## config.mk

```make
export PLATFORM = sky130hd
export DESIGN_NAME = interrupt_controller_flat
export DESIGN_NICKNAME = d
export VERILOG_FILES = /design/src/rtl/interrupt_controller_if.sv /design/src/rtl/interrupt_controller.sv /design/src/flat_wrapper.sv
export SDC_FILE = /design/constraint.sdc
export NUM_CORES = 1
export LEC_CHECK = 0
export ABC_CLOCK_PERIOD_IN_PS = 2980
export CORE_UTILIZATION = 40
export DETAILED_ROUTE_END_ITERATION = 12
export PLACE_DENSITY = 0.84
export REMOVE_ABC_BUFFERS = 1
export SETUP_SLACK_MARGIN = 0.05
export SLEW_MARGIN = 40
export SYNTH_ARGS = -nofsm -noshare
export SYNTH_HDL_FRONTEND = slang
export SYNTH_SLANG_ARGS = --single-unit
```

## constraint.sdc

```tcl
create_clock -name iClock -period 2.98 [get_ports iClock]
set_input_delay 0.596 -clock iClock [delete_from_list [all_inputs] [get_ports iClock]]
set_output_delay 0.596 -clock iClock [all_outputs]
set_load 0.01 [all_outputs]
```

## src/rtl/interrupt_controller_if.sv

```systemverilog
// CPU/peripheral-facing bundle of the interrupt controller: request pulses,
// register access, instruction-boundary info and the dispatch handshake.
interface interrupt_controller_if;
  logic [7:0] iOpcode;
  logic       iEof;
  logic       iIrqVBlank;
  logic       iIrqStat;
  logic       iIrqTimer;
  logic       iIrqSerial;
  logic       iIrqJoypad;
  logic       iMcuWe;
  logic [3:0] iMcuRegSelect;
  logic       iIeWe;
  logic [7:0] iMcuWriteData;
  logic       iIntAck;
  logic [7:0] oIf;
  logic [7:0] oIe;
  logic       oIme;
  logic       oInterrupt;
  logic [7:0] oVector;
  logic       oWake;

  modport master (
    output iOpcode, iEof, iIrqVBlank, iIrqStat, iIrqTimer, iIrqSerial,
           iIrqJoypad, iMcuWe, iMcuRegSelect, iIeWe, iMcuWriteData, iIntAck,
    input  oIf, oIe, oIme, oInterrupt, oVector, oWake
  );

  modport slave (
    input  iOpcode, iEof, iIrqVBlank, iIrqStat, iIrqTimer, iIrqSerial,
           iIrqJoypad, iMcuWe, iMcuRegSelect, iIeWe, iMcuWriteData, iIntAck,
    output oIf, oIe, oIme, oInterrupt, oVector, oWake
  );
endinterface

```

## src/rtl/interrupt_controller.sv

```systemverilog
// Game Boy interrupt controller: owns IF/IE/IME and dispatches the highest
// priority enabled pending source to the CPU at instruction boundaries.
module interrupt_controller (
  input  logic                   iClock,
  input  logic                   iReset,
  interrupt_controller_if.slave  bus
);

  localparam logic [7:0] OP_DI   = 8'hF3;
  localparam logic [7:0] OP_EI   = 8'hFB;
  localparam logic [7:0] OP_RETI = 8'hD9;

  typedef enum logic {S_IDLE, S_DISPATCH} state_t;

  state_t     r_state;
  state_t     w_next;
  logic [4:0] r_if;
  logic [7:0] r_ie;
  logic       r_ime;
  logic       r_ei_pend;
  logic [7:0] r_vector;

  logic [4:0] w_pending;
  logic [4:0] w_pulses;
  logic [2:0] w_idx;
  logic [4:0] w_clear;
  logic [4:0] w_if_base;
  logic       w_eff_ime;
  logic       w_dispatch;
  logic       w_is_di;
  logic       w_is_ei;
  logic       w_is_reti;

  assign w_pending = r_ie[4:0] & r_if;
  assign w_pulses  = {bus.iIrqJoypad, bus.iIrqSerial, bus.iIrqTimer,
                      bus.iIrqStat, bus.iIrqVBlank};
  assign w_is_di   = (bus.iOpcode == OP_DI);
  assign w_is_ei   = (bus.iOpcode == OP_EI);
  assign w_is_reti = (bus.iOpcode == OP_RETI);

  // IME as seen by the instruction that is just completing
  always_comb begin
    w_eff_ime = r_ime;
    if (w_is_di || w_is_ei)
      w_eff_ime = 1'b0;
    else if (w_is_reti || r_ei_pend)
      w_eff_ime = 1'b1;
  end

  // Descending scan so the lowest set bit (VBlank first) wins
  always_comb begin
    w_idx = 3'd0;
    for (int i = 4; i >= 0; i--)
      if (w_pending[i]) w_idx = i[2:0];
  end

  assign w_dispatch = (r_state == S_IDLE) && bus.iEof && w_eff_ime && (|w_pending);
  assign w_clear    = w_dispatch ? (5'b00001 << w_idx) : 5'b00000;
  assign w_if_base  = (bus.iMcuWe && bus.iMcuRegSelect == 4'hF) ?
                      bus.iMcuWriteData[4:0] : r_if;

  always_ff @(posedge iClock) begin
    if (iReset) begin
      r_if      <= 5'd0;
      r_ie      <= 8'd0;
      r_ime     <= 1'b0;
      r_ei_pend <= 1'b0;
    end else begin
      // Request pulses are OR'd last so they beat a same-cycle write or clear
      r_if <= (w_if_base & ~w_clear) | w_pulses;
      if (bus.iIeWe)
        r_ie <= bus.iMcuWriteData;
      if (w_dispatch) begin
        r_ime     <= 1'b0;
        r_ei_pend <= 1'b0;
      end else if (bus.iEof) begin
        if (w_is_di) begin
          r_ime     <= 1'b0;
          r_ei_pend <= 1'b0;
        end else if (w_is_ei) begin
          r_ei_pend <= 1'b1;
        end else if (w_is_reti) begin
          r_ime <= 1'b1;
        end else if (r_ei_pend) begin
          r_ime     <= 1'b1;
          r_ei_pend <= 1'b0;
        end
      end
    end
  end

  always_ff @(posedge iClock) begin
    if (w_dispatch)
      r_vector <= 8'h40 + {2'b00, w_idx, 3'b000};
  end

  always_ff @(posedge iClock) begin
    if (iReset) r_state <= S_IDLE;
    else        r_state <= w_next;
  end

  always_comb begin
    w_next = r_state;
    case (r_state)
      S_IDLE:     if (w_dispatch) w_next = S_DISPATCH;
      S_DISPATCH: if (bus.iIntAck) w_next = S_IDLE;
      default:    w_next = S_IDLE;
    endcase
  end

  always_comb begin
    bus.oInterrupt = 1'b0;
    bus.oVector    = 8'h00;
    if (r_state == S_DISPATCH) begin
      bus.oInterrupt = 1'b1;
      bus.oVector    = r_vector;
    end
  end

  assign bus.oIf   = {3'b111, r_if};
  assign bus.oIe   = r_ie;
  assign bus.oIme  = r_ime;
  assign bus.oWake = |w_pending;

endmodule

```

## src/flat_wrapper.sv

```systemverilog
// flat-port wrapper written by rule: the top's interface ports become plain ports
module interrupt_controller_flat 
  (iClock, iReset, bus_iOpcode, bus_iEof, bus_iIrqVBlank, bus_iIrqStat, bus_iIrqTimer, bus_iIrqSerial, bus_iIrqJoypad, bus_iMcuWe, bus_iMcuRegSelect, bus_iIeWe, bus_iMcuWriteData, bus_iIntAck, bus_oIf, bus_oIe, bus_oIme, bus_oInterrupt, bus_oVector, bus_oWake);
  interrupt_controller_if bus_i ();
  input  logic iClock;
  input  logic iReset;
  input wire logic [$bits(bus_i.iOpcode)-1:0] bus_iOpcode;
  input wire logic [$bits(bus_i.iEof)-1:0] bus_iEof;
  input wire logic [$bits(bus_i.iIrqVBlank)-1:0] bus_iIrqVBlank;
  input wire logic [$bits(bus_i.iIrqStat)-1:0] bus_iIrqStat;
  input wire logic [$bits(bus_i.iIrqTimer)-1:0] bus_iIrqTimer;
  input wire logic [$bits(bus_i.iIrqSerial)-1:0] bus_iIrqSerial;
  input wire logic [$bits(bus_i.iIrqJoypad)-1:0] bus_iIrqJoypad;
  input wire logic [$bits(bus_i.iMcuWe)-1:0] bus_iMcuWe;
  input wire logic [$bits(bus_i.iMcuRegSelect)-1:0] bus_iMcuRegSelect;
  input wire logic [$bits(bus_i.iIeWe)-1:0] bus_iIeWe;
  input wire logic [$bits(bus_i.iMcuWriteData)-1:0] bus_iMcuWriteData;
  input wire logic [$bits(bus_i.iIntAck)-1:0] bus_iIntAck;
  output wire logic [$bits(bus_i.oIf)-1:0] bus_oIf;
  output wire logic [$bits(bus_i.oIe)-1:0] bus_oIe;
  output wire logic [$bits(bus_i.oIme)-1:0] bus_oIme;
  output wire logic [$bits(bus_i.oInterrupt)-1:0] bus_oInterrupt;
  output wire logic [$bits(bus_i.oVector)-1:0] bus_oVector;
  output wire logic [$bits(bus_i.oWake)-1:0] bus_oWake;
  assign bus_i.iOpcode = bus_iOpcode;
  assign bus_i.iEof = bus_iEof;
  assign bus_i.iIrqVBlank = bus_iIrqVBlank;
  assign bus_i.iIrqStat = bus_iIrqStat;
  assign bus_i.iIrqTimer = bus_iIrqTimer;
  assign bus_i.iIrqSerial = bus_iIrqSerial;
  assign bus_i.iIrqJoypad = bus_iIrqJoypad;
  assign bus_i.iMcuWe = bus_iMcuWe;
  assign bus_i.iMcuRegSelect = bus_iMcuRegSelect;
  assign bus_i.iIeWe = bus_iIeWe;
  assign bus_i.iMcuWriteData = bus_iMcuWriteData;
  assign bus_i.iIntAck = bus_iIntAck;
  assign bus_oIf = bus_i.oIf;
  assign bus_oIe = bus_i.oIe;
  assign bus_oIme = bus_i.oIme;
  assign bus_oInterrupt = bus_i.oInterrupt;
  assign bus_oVector = bus_i.oVector;
  assign bus_oWake = bus_i.oWake;
  interrupt_controller u_core (.iClock(iClock), .iReset(iReset), .bus(bus_i));
endmodule
```

==> results of run 1 <==
==> sequential cells by signal (all words and copies together), names as in the netlist <==
| register | count |
|---|---|
| u_core.r_ei_pend | 1 |
| u_core.bus.oIme | 1 |
| u_core.r_if | 5 |
| u_core.bus.oIe | 8 |
| u_core.r_state | 1 |
| u_core.r_vector | 3 |
==> metrics by stage <==
stage	hold slack [ns]	area, um2	std cells
6_report	0.517	1520	182
5_1_grt	0.564	1520	182
4_1_cts	0.519	1520	182
3_5_place_dp	0.488	1500	178
3_3_place_gp	0.476	1500	178
2_1_floorplan	0.491	960	100
==> logic make-up after synthesis <==
family | after synthesis | share of synthesized area
DFF | 19 | 0.407
AOI/OAI and AO/OA | 18 | 0.146
and+or+nand+nor | 37 | 0.220
buffers and inverters | 16 | 0.0893
muxes | 13 | 0.130
other | 2 | 0.00745
==> final cells by class <==
cell class | instances | area [um2] | share of cell area
timing repair buffer | 50 | 500 | 0.329
clock buffer | 4 | 26.3 | 0.0173
inverter | 6 | 22.5 | 0.0148
tap | 28 | 35.0 | 0.0230
multi-input combinational | 75 | 527 | 0.346
sequential | 19 | 410 | 0.270
==> worst max path at each step <==
stage / from / endpoint / slack, ns / cells past startpoint
floorplan: bus_iOpcode[2] / u_core.r_vector[3] / 1.13 / 3
global placement: bus_iOpcode[7] / u_core.r_vector[3] / 0.60 / 4
detailed placement: bus_iOpcode[7] / u_core.r_vector[3] / 0.56 / 4
CTS: u_core.r_if[1] / bus_oWake / 0.51 / 4
global route: u_core.r_if[1] / bus_oWake / 0.42 / 4
finish: u_core.r_if[1] / bus_oWake / 0.52 / 4
==> power by group through the flow <==
stage / clock [uW] / sequential [uW] / combinational, uW
after floorplan: 0 / 292 / 38.9
after global placement: 0 / 289 / 122
after detailed placement: 0 / 289 / 125
after CTS: 129 / 284 / 126
after global routing: 142 / 286 / 135
final: 128 / 284 / 125
==> cells in the mapped netlist, types with 2 or more instances <==
master	instances	area, um2
and2_1	3	18.8
clkbuf_1	2	7.51
a21oi_1	3	15.0
dfxtp_1	16	320
a211oi_1	2	15.0
a22o_1	2	17.5
nor3_1	4	20.0
nand3_1	2	10.0
buf_4	8	60.1
edfxtp_1	3	90.1
a221oi_1	4	35.0
inv_1	6	22.5
nor2_1	13	48.8
mux2i_1	12	120
nand2_1	6	22.5
conb_1	2	7.51
==> worst register-to-register path: cells and delay by family, from the launching register on <==
family             cells  cell delay, ns
DFF                    1            0.44
AOI/OAI and AO/OA      1            0.30
and+or+nand+nor        2            0.50
==> metal layers <==
metal / up-vias / global-route usage / wire, um / share of wire
met5: - / 0 / 0 / 0
met2: 48 / 0.348 / 1140 / 0.49
li1: 467 / - / - / -
met4: 0 / 0.0614 / 20 / 0.0085
met1: 442 / 0.220 / 975 / 0.41
met3: 4 / 0.0464 / 215 / 0.091
==> impl_metrics.py, run 1 <==
metrics = {
    "detailed_routing": {
        "vias": 961,
        "first_pass_iters": 4,
        "vias_per_cell": 5.28,
        "drt-initial-drc-count": 24,
        "wl_um": 2350,
        "drc": 0,
        "wl_per_cell_um": 12.9,
        "final_antenna_net_count": 0,
    },
    "pwr": {
        "p_sw_uw": 138,
        "vdd_drop_max_mv": 0.293,
        "power_frac_seq": 0.529,
        "intPower_uw": 399,
        "netSwitchingFraction": 0.257,
        "power_uw": 537,
        "p_per_area_nw_per_um2": 353,
        "p_leak_uw": 0.000630,
        "p_clk_frac": 0.238,
        "comb_power_share": 0.233,
    },
    "synthesis": {
        "seq_area_frac_synth": 0.407,
        "synth_ff_type": "dfxtp_1",
        "synth-warning-count": 0,
        "synth_area_per_cell_um2": 9.60,
        "postSynthRegisterBits": 19,
        "yosysUniqueCellTypes": 33,
        "syn-instance-count": 105,
        "synth_area_um2": 1010,
        "synth_enable_flop_cells": 3,
        "synthArstFlopShare": 0,
    },
    "floorplanning": {
        "core_um2": 2300,
        "ios": 58,
        "die_area_um2": 2730,
        "rows": 17,
        "start_util": 0.439,
        "die_h_um": 52.2,
        "fp.dieW_um": 52.2,
    },
    "placement": {
        "numPortBuffers": 50,
        "gp_congestion": 0.761,
        "dpl_worst_slack_ns": 0.559,
        "dp_hpwl_um": 1840,
    },
    "sta": {
        "tns_ns": 0,
        "tightest_slew_ns": 0.576,
        "hold_viol": 0,
        "setup_viol": 0,
        "skew_ns": 0.00363,
        "fin_crit_ns": 2.46,
        "max_freq_ghz": 0.406,
        "slew_headroom": 0.615,
        "rsz0062_at_grt": "false",
        "layout_setup_ws_ns": 0.517,
        "finalCritPeriodShare": 0.826,
        "slew_viol_final": 0,
    },
    "min_path": {
        "worstHoldPathCells": 2,
        "min-delay-start": "u_core.bus.oIe[5]",
        "holdPathEnd": "u_core.bus.oIe[5]",
        "hp-class": "reg -> reg",
    },
    "clock_network": {
        "cts_hold_buf": 0,
        "clk-insertion-delay-late_ns": 0.29,
        "cts_resized": 0,
        "clock_sinks": 19,
        "clock-root-buffer": "clkbuf_4",
        "cts.reportedPaths.clkPinSlew_ns": 0.10,
        "htreeDepth": 1,
        "cts_buffers": 3,
        "postCtsSetupBuffers": 0,
        "cts_tree": "built",
        "cts_buffer_depth": 2,
    },
    "finish": {
        "fillers": 198,
        "final_common_cell": "clkdlybuf4s50_1",
        "utilization": 0.662,
        "diodes": 0,
        "final_cell_mix": "clkdlybuf4s50_1, dfxtp_1, nor2_1",
        "nets": 186,
        "layout-drive-gt1-share": 0.0584,
        "area_growth_pct": 50.9,
    },
    "worst_setup_path": {
        "critPathArrivalTime_ns": 1.87,
        "max_stage_delay_ns": 0.49,
        "r2r_end": "u_core.r_vector[3]",
        "r2r_slack_ns": 1.43,
        "cpMaxStageDelayCell": "clkdlybuf4s50_1",
        "critPathCaptureType": "output port",
        "required_ns": 2.38,
        "r2r_start": "u_core.bus.oIe[1]",
        "start_kind": "register",
        "worst_r2r_path_depth": 3,
        "worstPathMaxFanout": 6,
        "path_cells": "a22o_1 > nor3b_2 > inv_1 > clkdlybuf4s50_1",
        "crit_buf_inv": 2,
        "critical_path_class": "reg -> out",
        "path_delay_family": "buffers and inverters",
    },
    "global_route": {
        "grt_pass1_vias": 979,
        "grt-ovfl-total": 0,
        "grt_pass1_wl_um": 3930,
        "grt_max_degree": 17,
        "grt_usage": 0.192,
        "antenna_found_initial": 0,
    },
    "flow_run": {
        "maxCapViolCount": 0,
    },
    "run_status": {
        "status": "finished, final reports clean",
    },
}
No activity file was read; power rests on OpenSTA's default activity.
==> inputs of run 2 (changes only) <==
Settings changed: ABC_CLOCK_PERIOD_IN_PS 2980 to 2400, CORE_UTILIZATION 40 to 37, PLACE_DENSITY 0.84 to 0.78.
Clock period 2.98 ns to 2.4 ns, I/O delays scaled along.
==> run 2 against run 1 <==
Effect of this change:
- global-route usage decreased by 0.88 points
- final area grew 2.1%
- critical endpoint unchanged
- final cell count up 2.7%
- worst setup slack got worse by 0.33 ns
- sequential share of layout area down 0.54 points
- hold slack is essentially flat
- clock skew is 0.0023 ns lower
- critical path depth unchanged
- core utilization shrank 4.7 points
- die area is 7.8% higher
==> impl_metrics.py, run 2 (synthesis gave the netlist of run 1 again) <==
metrics = {
    "global_route": {
        "grt_pass1_vias": 923,
        "grt_usage": 0.184,
        "grt_pass1_wl_um": 3850,
        "grt_max_degree": 17,
        "antenna_found_initial": 0,
        "grt-ovfl-total": 0,
    },
    "detailed_routing": {
        "first_pass_iters": 4,
        "wl_per_cell_um": 13.0,
        "wl_um": 2440,
        "drt-initial-drc-count": 18,
        "vias": 973,
        "drc": 0,
        "final_antenna_net_count": 0,
        "vias_per_cell": 5.20,
    },
    "sta": {
        "skew_ns": 0.00132,
        "hold_ws_ns": 0.517,
        "hold_viol": 0,
        "max_freq_ghz": 0.452,
        "rsz0062_at_grt": "false",
        "layout_setup_ws_ns": 0.189,
        "setup_viol": 0,
        "fin_crit_ns": 2.21,
        "finalCritPeriodShare": 0.921,
        "slew_headroom": 0.610,
        "tns_ns": 0,
        "slew_viol_final": 0,
        "tightest_slew_ns": 0.584,
    },
    "floorplanning": {
        "die_area_um2": 2940,
        "die_h_um": 54.2,
        "ios": 58,
        "rows": 18,
        "fp.dieW_um": 54.2,
        "start_util": 0.400,
        "core_um2": 2520,
    },
    "pwr": {
        "power_uw": 670,
        "netSwitchingFraction": 0.253,
        "comb_power_share": 0.242,
        "p_leak_uw": 0.000648,
        "p_per_area_nw_per_um2": 432,
        "p_sw_uw": 170,
        "intPower_uw": 500,
        "vdd_drop_max_mv": 0.371,
        "power_frac_seq": 0.526,
        "p_clk_frac": 0.232,
    },
    "min_path": {
        "hp-class": "reg -> reg",
    },
    "worst_setup_path": {
        "critPathCaptureType": "output port",
        "required_ns": 1.92,
        "worstPathMaxFanout": 6,
        "critPathArrivalTime_ns": 1.73,
        "critical_path_class": "reg -> out",
        "start_kind": "register",
    },
    "finish": {
        "final_cell_mix": "clkdlybuf4s50_1, dfxtp_1, nor2_1",
        "layout-drive-gt1-share": 0.0764,
        "area_growth_pct": 54.0,
        "diodes": 0,
        "stdcell_area_um2": 1550,
        "nets": 189,
        "largest_reg_flops": 8,
        "final_common_cell": "clkdlybuf4s50_1",
    },
    "clock_network": {
        "clk-insertion-delay-late_ns": 0.29,
        "htreeDepth": 1,
        "cts_tree": "built",
        "clock_sinks": 19,
        "cts.reportedPaths.clkPinSlew_ns": 0.10,
        "clock-root-buffer": "clkbuf_4",
        "cts_buffers": 3,
        "cts_hold_buf": 0,
        "cts_buffer_depth": 2,
    },
    "run_status": {
        "status": "finished, final reports clean",
    },
    "placement": {
        "dp_hpwl_um": 1910,
        "numPortBuffers": 50,
        "placed_cell_area_um2": 1510,
        "gp_congestion": 0.667,
        "dpl_worst_slack_ns": 0.0899,
    },
    "flow_run": {
        "maxCapViolCount": 0,
    },
}
## run 2: cell types whose count changed in the layout (fill, tap and decap cells not counted), sizes merged
cell  previous run  this run
buf              0         3
## run 2: worst paths after layout
| kind | from | to | slack (ns) | cells past startpoint |
|---|---|---|---|---|
| worst max-delay path | u_core.r_if[1] | bus_oWake | 0.19 | 4 |
| worst min-delay path | u_core.bus.oIe[7] | u_core.bus.oIe[7] | 0.52 | 2 |
| worst max register to register | u_core.r_if[1] | u_core.r_vector[4] | 0.75 | 4 |
| worst min register to register | u_core.bus.oIe[7] | u_core.bus.oIe[7] | 0.52 | 2 |
## run 2: layer usage
metal / global-route usage / wire [um] / vias up
met4: 0.0641 / 9 / 0
met3: 0.0339 / 208 / 2
met1: 0.201 / 970 / 448
met2: 0.346 / 1250 / 48
met5: 0 / 0 / -
li1: - / - / 475
## run 2: what timing repair did
action,in CTS,in global routing
pin swaps,0,1
resized for setup,1,0
setup endpoints to repair,1,1
hold endpoints to repair,0,0
buffers inserted,0,1
## run 2: through the flow
| step | util | cells |
|---|---|---|
| after floorplan | - | 100 |
| after global placement | 0.600 | 182 |
| after detailed placement | 0.600 | 182 |
| after CTS | 0.613 | 186 |
| after global routing | 0.616 | 187 |
| final | 0.616 | 187 |
## run 2: cell type report
cell class / count / area, um2
Fill cell: 221 / 970
Clock buffer: 4 / 26.3
Multi-Input combinational cell: 75 / 533
Tap cell: 30 / 37.5
Timing Repair Buffer: 53 / 523
Sequential cell: 19 / 410
Inverter: 6 / 22.5
## run 2: worst max-delay path, stage by stage (launching register included)
cell	delay, ns
dfxtp_1	0.36
a22o_1	0.34
nor3b_4	0.21
inv_1	0.06
clkdlybuf4s50_1	0.48
## run 2: power groups by stage
| stage | Combinational, uW | Clock, uW | Sequential [uW] |
|---|---|---|---|
| 2_1_floorplan | 48.3 | 0 | 363 |
| 3_3_place_gp | 154 | 0 | 358 |
| 3_5_place_dp | 157 | 0 | 359 |
| 4_1_cts | 160 | 160 | 352 |
| 5_1_grt | 176 | 177 | 355 |
| 6_report | 162 | 156 | 352 |
==> inputs of run 3 (changes only) <==
--- a/config.mk
+++ b/config.mk
@@ -9,5 +9,5 @@
 export CORE_UTILIZATION = 37
 export DETAILED_ROUTE_END_ITERATION = 12
-export PLACE_DENSITY = 0.78
+export PLACE_DENSITY = 0.88
 export REMOVE_ABC_BUFFERS = 1
 export SETUP_SLACK_MARGIN = 0.05
==> constraint.sdc (replaced) <==
create_clock -name iClock -period 2.4 [get_ports iClock]
set_input_delay 0.72 -clock iClock [delete_from_list [all_inputs] [get_ports iClock]]
set_output_delay 0.72 -clock iClock [all_outputs]
set_load 0.01 [all_outputs]
==> run 3 against run 2 <==
Effect of this change:
- hold slack improved by 0.0020 ns
- critical path type unchanged
- maximum frequency shrank 2.2%
- largest cell class is now buffers
- critical path depth decreased by 2
- die area unchanged
- core utilization grew 0.64 points
==> impl_metrics.py, run 3 (synthesis gave the netlist of run 1 again) <==
metrics = {
    "run_status": {
        "status": "finished, final reports clean",
    },
    "clock_network": {
        "cts_buffers": 3,
        "clock-root-buffer": "clkbuf_4",
        "clk-insertion-delay-late_ns": 0.30,
        "cts.reportedPaths.clkPinSlew_ns": 0.11,
        "cts_tree": "built",
        "htreeDepth": 1,
        "cts_hold_buf": 0,
        "cts_buffer_depth": 2,
        "clock_sinks": 19,
    },
    "sta": {
        "tns_ns": 0,
        "finalCritPeriodShare": 0.942,
        "hold_viol": 0,
        "slew_headroom": 0.612,
        "slew_viol_final": 0,
        "rsz0062_at_grt": "false",
        "setup_viol": 0,
        "skew_ns": 0.0119,
        "max_freq_ghz": 0.442,
        "fin_crit_ns": 2.26,
        "tightest_slew_ns": 0.580,
    },
    "pwr": {
        "p_leak_uw": 0.000665,
        "power_frac_seq": 0.522,
        "power_uw": 677,
        "p_per_area_nw_per_um2": 431,
        "intPower_uw": 499,
        "vdd_drop_max_mv": 0.306,
        "comb_power_share": 0.242,
        "p_sw_uw": 178,
        "netSwitchingFraction": 0.263,
        "p_clk_frac": 0.236,
    },
    "finish": {
        "multi_input_area_um2": 533,
        "final_cell_mix": "clkdlybuf4s50_1, dfxtp_1, nor2_1",
        "nets": 191,
        "layout-drive-gt1-share": 0.101,
        "area_growth_pct": 55.6,
        "final_common_cell": "clkdlybuf4s50_1",
        "diodes": 0,
        "stdcell_area_um2": 1570,
        "fillers": 221,
        "largest_reg_flops": 8,
        "final-seq-area_um2": 412,
    },
    "global_route": {
        "grt_pass1_wl_um": 3950,
        "grt_util_met1": 0.200,
        "grtUsageMet2": 0.343,
        "grt-ovfl-total": 0,
        "grt_pass1_vias": 965,
        "grt_usage": 0.191,
        "top_usage_layer": "met2",
        "antenna_found_initial": 0,
        "grtUsageMet3": 0.0621,
        "grt_max_degree": 17,
    },
    "detailed_routing": {
        "drc": 0,
        "vias_per_cell": 5.23,
        "first_pass_iters": 4,
        "wl_per_cell_um": 13.5,
        "vias": 989,
        "final_antenna_net_count": 0,
        "drt-initial-drc-count": 10,
        "wl_um": 2560,
    },
    "placement": {
        "gp_congestion": 0.731,
        "placed_cell_area_um2": 1520,
        "numPortBuffers": 50,
        "dp_hpwl_um": 2040,
    },
    "worst_setup_path": {
        "critPathCaptureType": "output port",
        "critical_path_class": "reg -> out",
        "path_cells": "and2_1 > clkdlybuf4s50_1",
        "cpMaxStageDelayCell": "clkdlybuf4s50_1",
        "required_ns": 1.68,
        "worstPathMaxFanout": 9,
        "start_kind": "register",
        "max_stage_delay_ns": 0.53,
        "critPathArrivalTime_ns": 1.54,
    },
    "floorplanning": {
        "fp.dieW_um": 54.2,
        "die_h_um": 54.2,
        "core_um2": 2520,
        "start_util": 0.400,
        "rows": 18,
        "die_area_um2": 2940,
        "ios": 58,
    },
    "flow_run": {
        "maxCapViolCount": 0,
    },
    "min_path": {
        "hp-class": "reg -> reg",
    },
}
run 3: cell count changes in the layout (fill, tap and decap cells not counted), sizes merged:
cell,change
buf,+2
clkdlybuf4s50,-1
clkinv,+1
clkbuf,-1
dlygate4sd2,+1
run 3: layout make-up:
type / count / area share
Clock buffer: 3 / 0.0144
Clock inverter: 1 / 0.00319
Inverter: 6 / 0.0144
Multi-Input combinational cell: 75 / 0.340
Sequential cell: 19 / 0.262
Tap cell: 30 / 0.0239
Timing Repair Buffer: 55 / 0.342
run 3: critical path: cells and delay by family, from the launching register on:
kind / cells / cell delay [ns]
buf+inv: 1 / 0.53
flops: 1 / 0.52
simple gates: 1 / 0.18
run 3: final timing paths:
kind | slack (ns) | cells past startpoint | to | start
worst max register to register | 0.82 | 4 | u_core.r_vector[4] | u_core.r_if[1]
worst min register to register | 0.52 | 2 | u_core.bus.oIe[6] | u_core.bus.oIe[6]
worst max-delay path | 0.14 | 2 | bus_oVector[5] | u_core.r_state
worst min-delay path | 0.52 | 2 | u_core.bus.oIe[6] | u_core.bus.oIe[6]
run 3: power groups by stage:
stage	clock, uW	combinational [uW]	sequential, uW
global route	177	178	355
floorplan	0	48.3	363
finish	160	164	353
detailed placement	0	159	360
global placement	0	155	358
CTS	165	165	353
run 3: layer usage:
metal | up-vias | routed length [um] | share of wire
met1 | 448 | 982 | 0.38
met2 | 61 | 1270 | 0.50
met4 | 0 | 26 | 0.010
li1 | 476 | - | -
met3 | 4 | 277 | 0.11
met5 | - | 0 | 0
run 3: through the flow:
step | setup WS, ns | hold slack (ns) | cells | util
floorplan | 0.427 | 0.491 | 100 | -
detailed placement | -0.163 | 0.497 | 183 | 0.603
finish | 0.140 | 0.519 | 189 | 0.622
CTS | 0.120 | 0.527 | 189 | 0.622
global placement | -0.101 | 0.476 | 183 | 0.603
global route | 0.0524 | 0.559 | 189 | 0.622
run 3: what timing repair did:
action	4_1_cts	5_1_grt
endpoints found under the setup margin	1	0
endpoints found under the hold margin	0	0
gates resized for setup	3	0
setup buffers	2	0
==> RTL edit (config.mk and constraints of run 2) <==
Take the reset off `r_if` and load it in a clocked block of its own.
--- a/src/rtl/interrupt_controller.sv
+++ b/src/rtl/interrupt_controller.sv
@@ -62,5 +62,4 @@
   always_ff @(posedge iClock) begin
     if (iReset) begin
-      r_if      <= 5'd0;
       r_ie      <= 8'd0;
       r_ime     <= 1'b0;
@@ -68,5 +67,4 @@
     end else begin
       // Request pulses are OR'd last so they beat a same-cycle write or clear
-      r_if <= (w_if_base & ~w_clear) | w_pulses;
       if (bus.iIeWe)
         r_ie <= bus.iMcuWriteData;
@@ -88,4 +86,8 @@
       end
     end
+  end
+
+  always_ff @(posedge iClock) begin
+    r_if <= (w_if_base & ~w_clear) | w_pulses;
   end
 
Formal check against the unedited RTL: not equivalent (a bounded check fails within 4 cycles, from zero or initial values and one cycle with iReset high).
==> RTL edit against run 2 <==
- non-clock buffer count shrank 1
- final cell count shrank 0.53%
- sequential power shrank 3%
- sequential cell count is the same
- final area shrank 1.9%
- core utilization shrank 0.60 points
- via count shrank 3.6%
- synthesized area shrank 1.5%
- worst hold slack lost 0.0012 ns
- worst setup slack gained 0.062 ns
- routed wire length shrank 3.7%
- total power shrank 4.6%
==> RTL edit: results <==
[worst_setup_path]
crit_end = u_core.r_vector[3]
r2r-start = u_core.r_if[1]
startpoint = bus_iOpcode[1]
rrSetupSlack_ns = 1.06
cp_max_fo = 3
cp_data_arrival_time_ns = 2.16

[min_path]
hp-start = u_core.bus.oIe[6]
min_delay_worst_endpoint = u_core.bus.oIe[6]

[place]
place_hpwl_microns = 1880
place_area_sq_um = 1500

[logic_synthesis]
syn_area_per_cell_sq_um = 9.46
ys_top_cells_by_count = 16 x dfxtp_1, 15 x nor2_1, 9 x mux2i_1
ys_types = 32

[sta]
tightest_slew_ns = 0.529
fmax_ghz = 0.465

[route]
initialDrtViolationCount = 10
via_per_inst = 5.04
wl_microns = 2350

[grt]
grt_pass1_vias = 941
grt_pass1_wl_microns = 3750
grt_use_met1 = 0.201
met2_usage = 0.331
grt_max_degree = 13
grt_usage = 0.182
met3_usage = 0.0424

[layout]
drive_gt1_frac = 0.0769

[status]
outcome = finished, final reports clean

[clock_network]
post_cts_resized = 0
## RTL edit: kinds of logic after synthesis
group | count (synthesis) | share of synthesized area
compound gates | 16 | 0.130
buf+inv | 11 | 0.0718
flops | 19 | 0.413
mux | 13 | 0.136
other cells | 2 | 0.00756
simple gates | 44 | 0.242
## RTL edit: cell type report
type | instances | area [sq um]
Fill cell | 230 | 976
Multi-Input combinational cell | 80 | 531
Timing Repair Buffer | 52 | 515
Sequential cell | 19 | 410
Tap cell | 30 | 37.5
Clock buffer | 4 | 26.3
Inverter | 1 | 3.75
## RTL edit: worst max-delay path, stage by stage
cell and delay, ns:
clkdlybuf4s50_1 0.44, or4b_4 0.56, o21a_4 0.22, nor4b_4 0.25
and2_1 0.21
## RTL edit: power groups by stage
stage                     Combinational, W  Clock (W)  Sequential [W]
after floorplan                  0.0000482          0        0.000351
after global routing              0.000155   0.000172        0.000342
after CTS                         0.000144   0.000159        0.000341
final                             0.000143   0.000156        0.000341
after global placement            0.000141          0        0.000348
after detailed placement          0.000143          0        0.000348
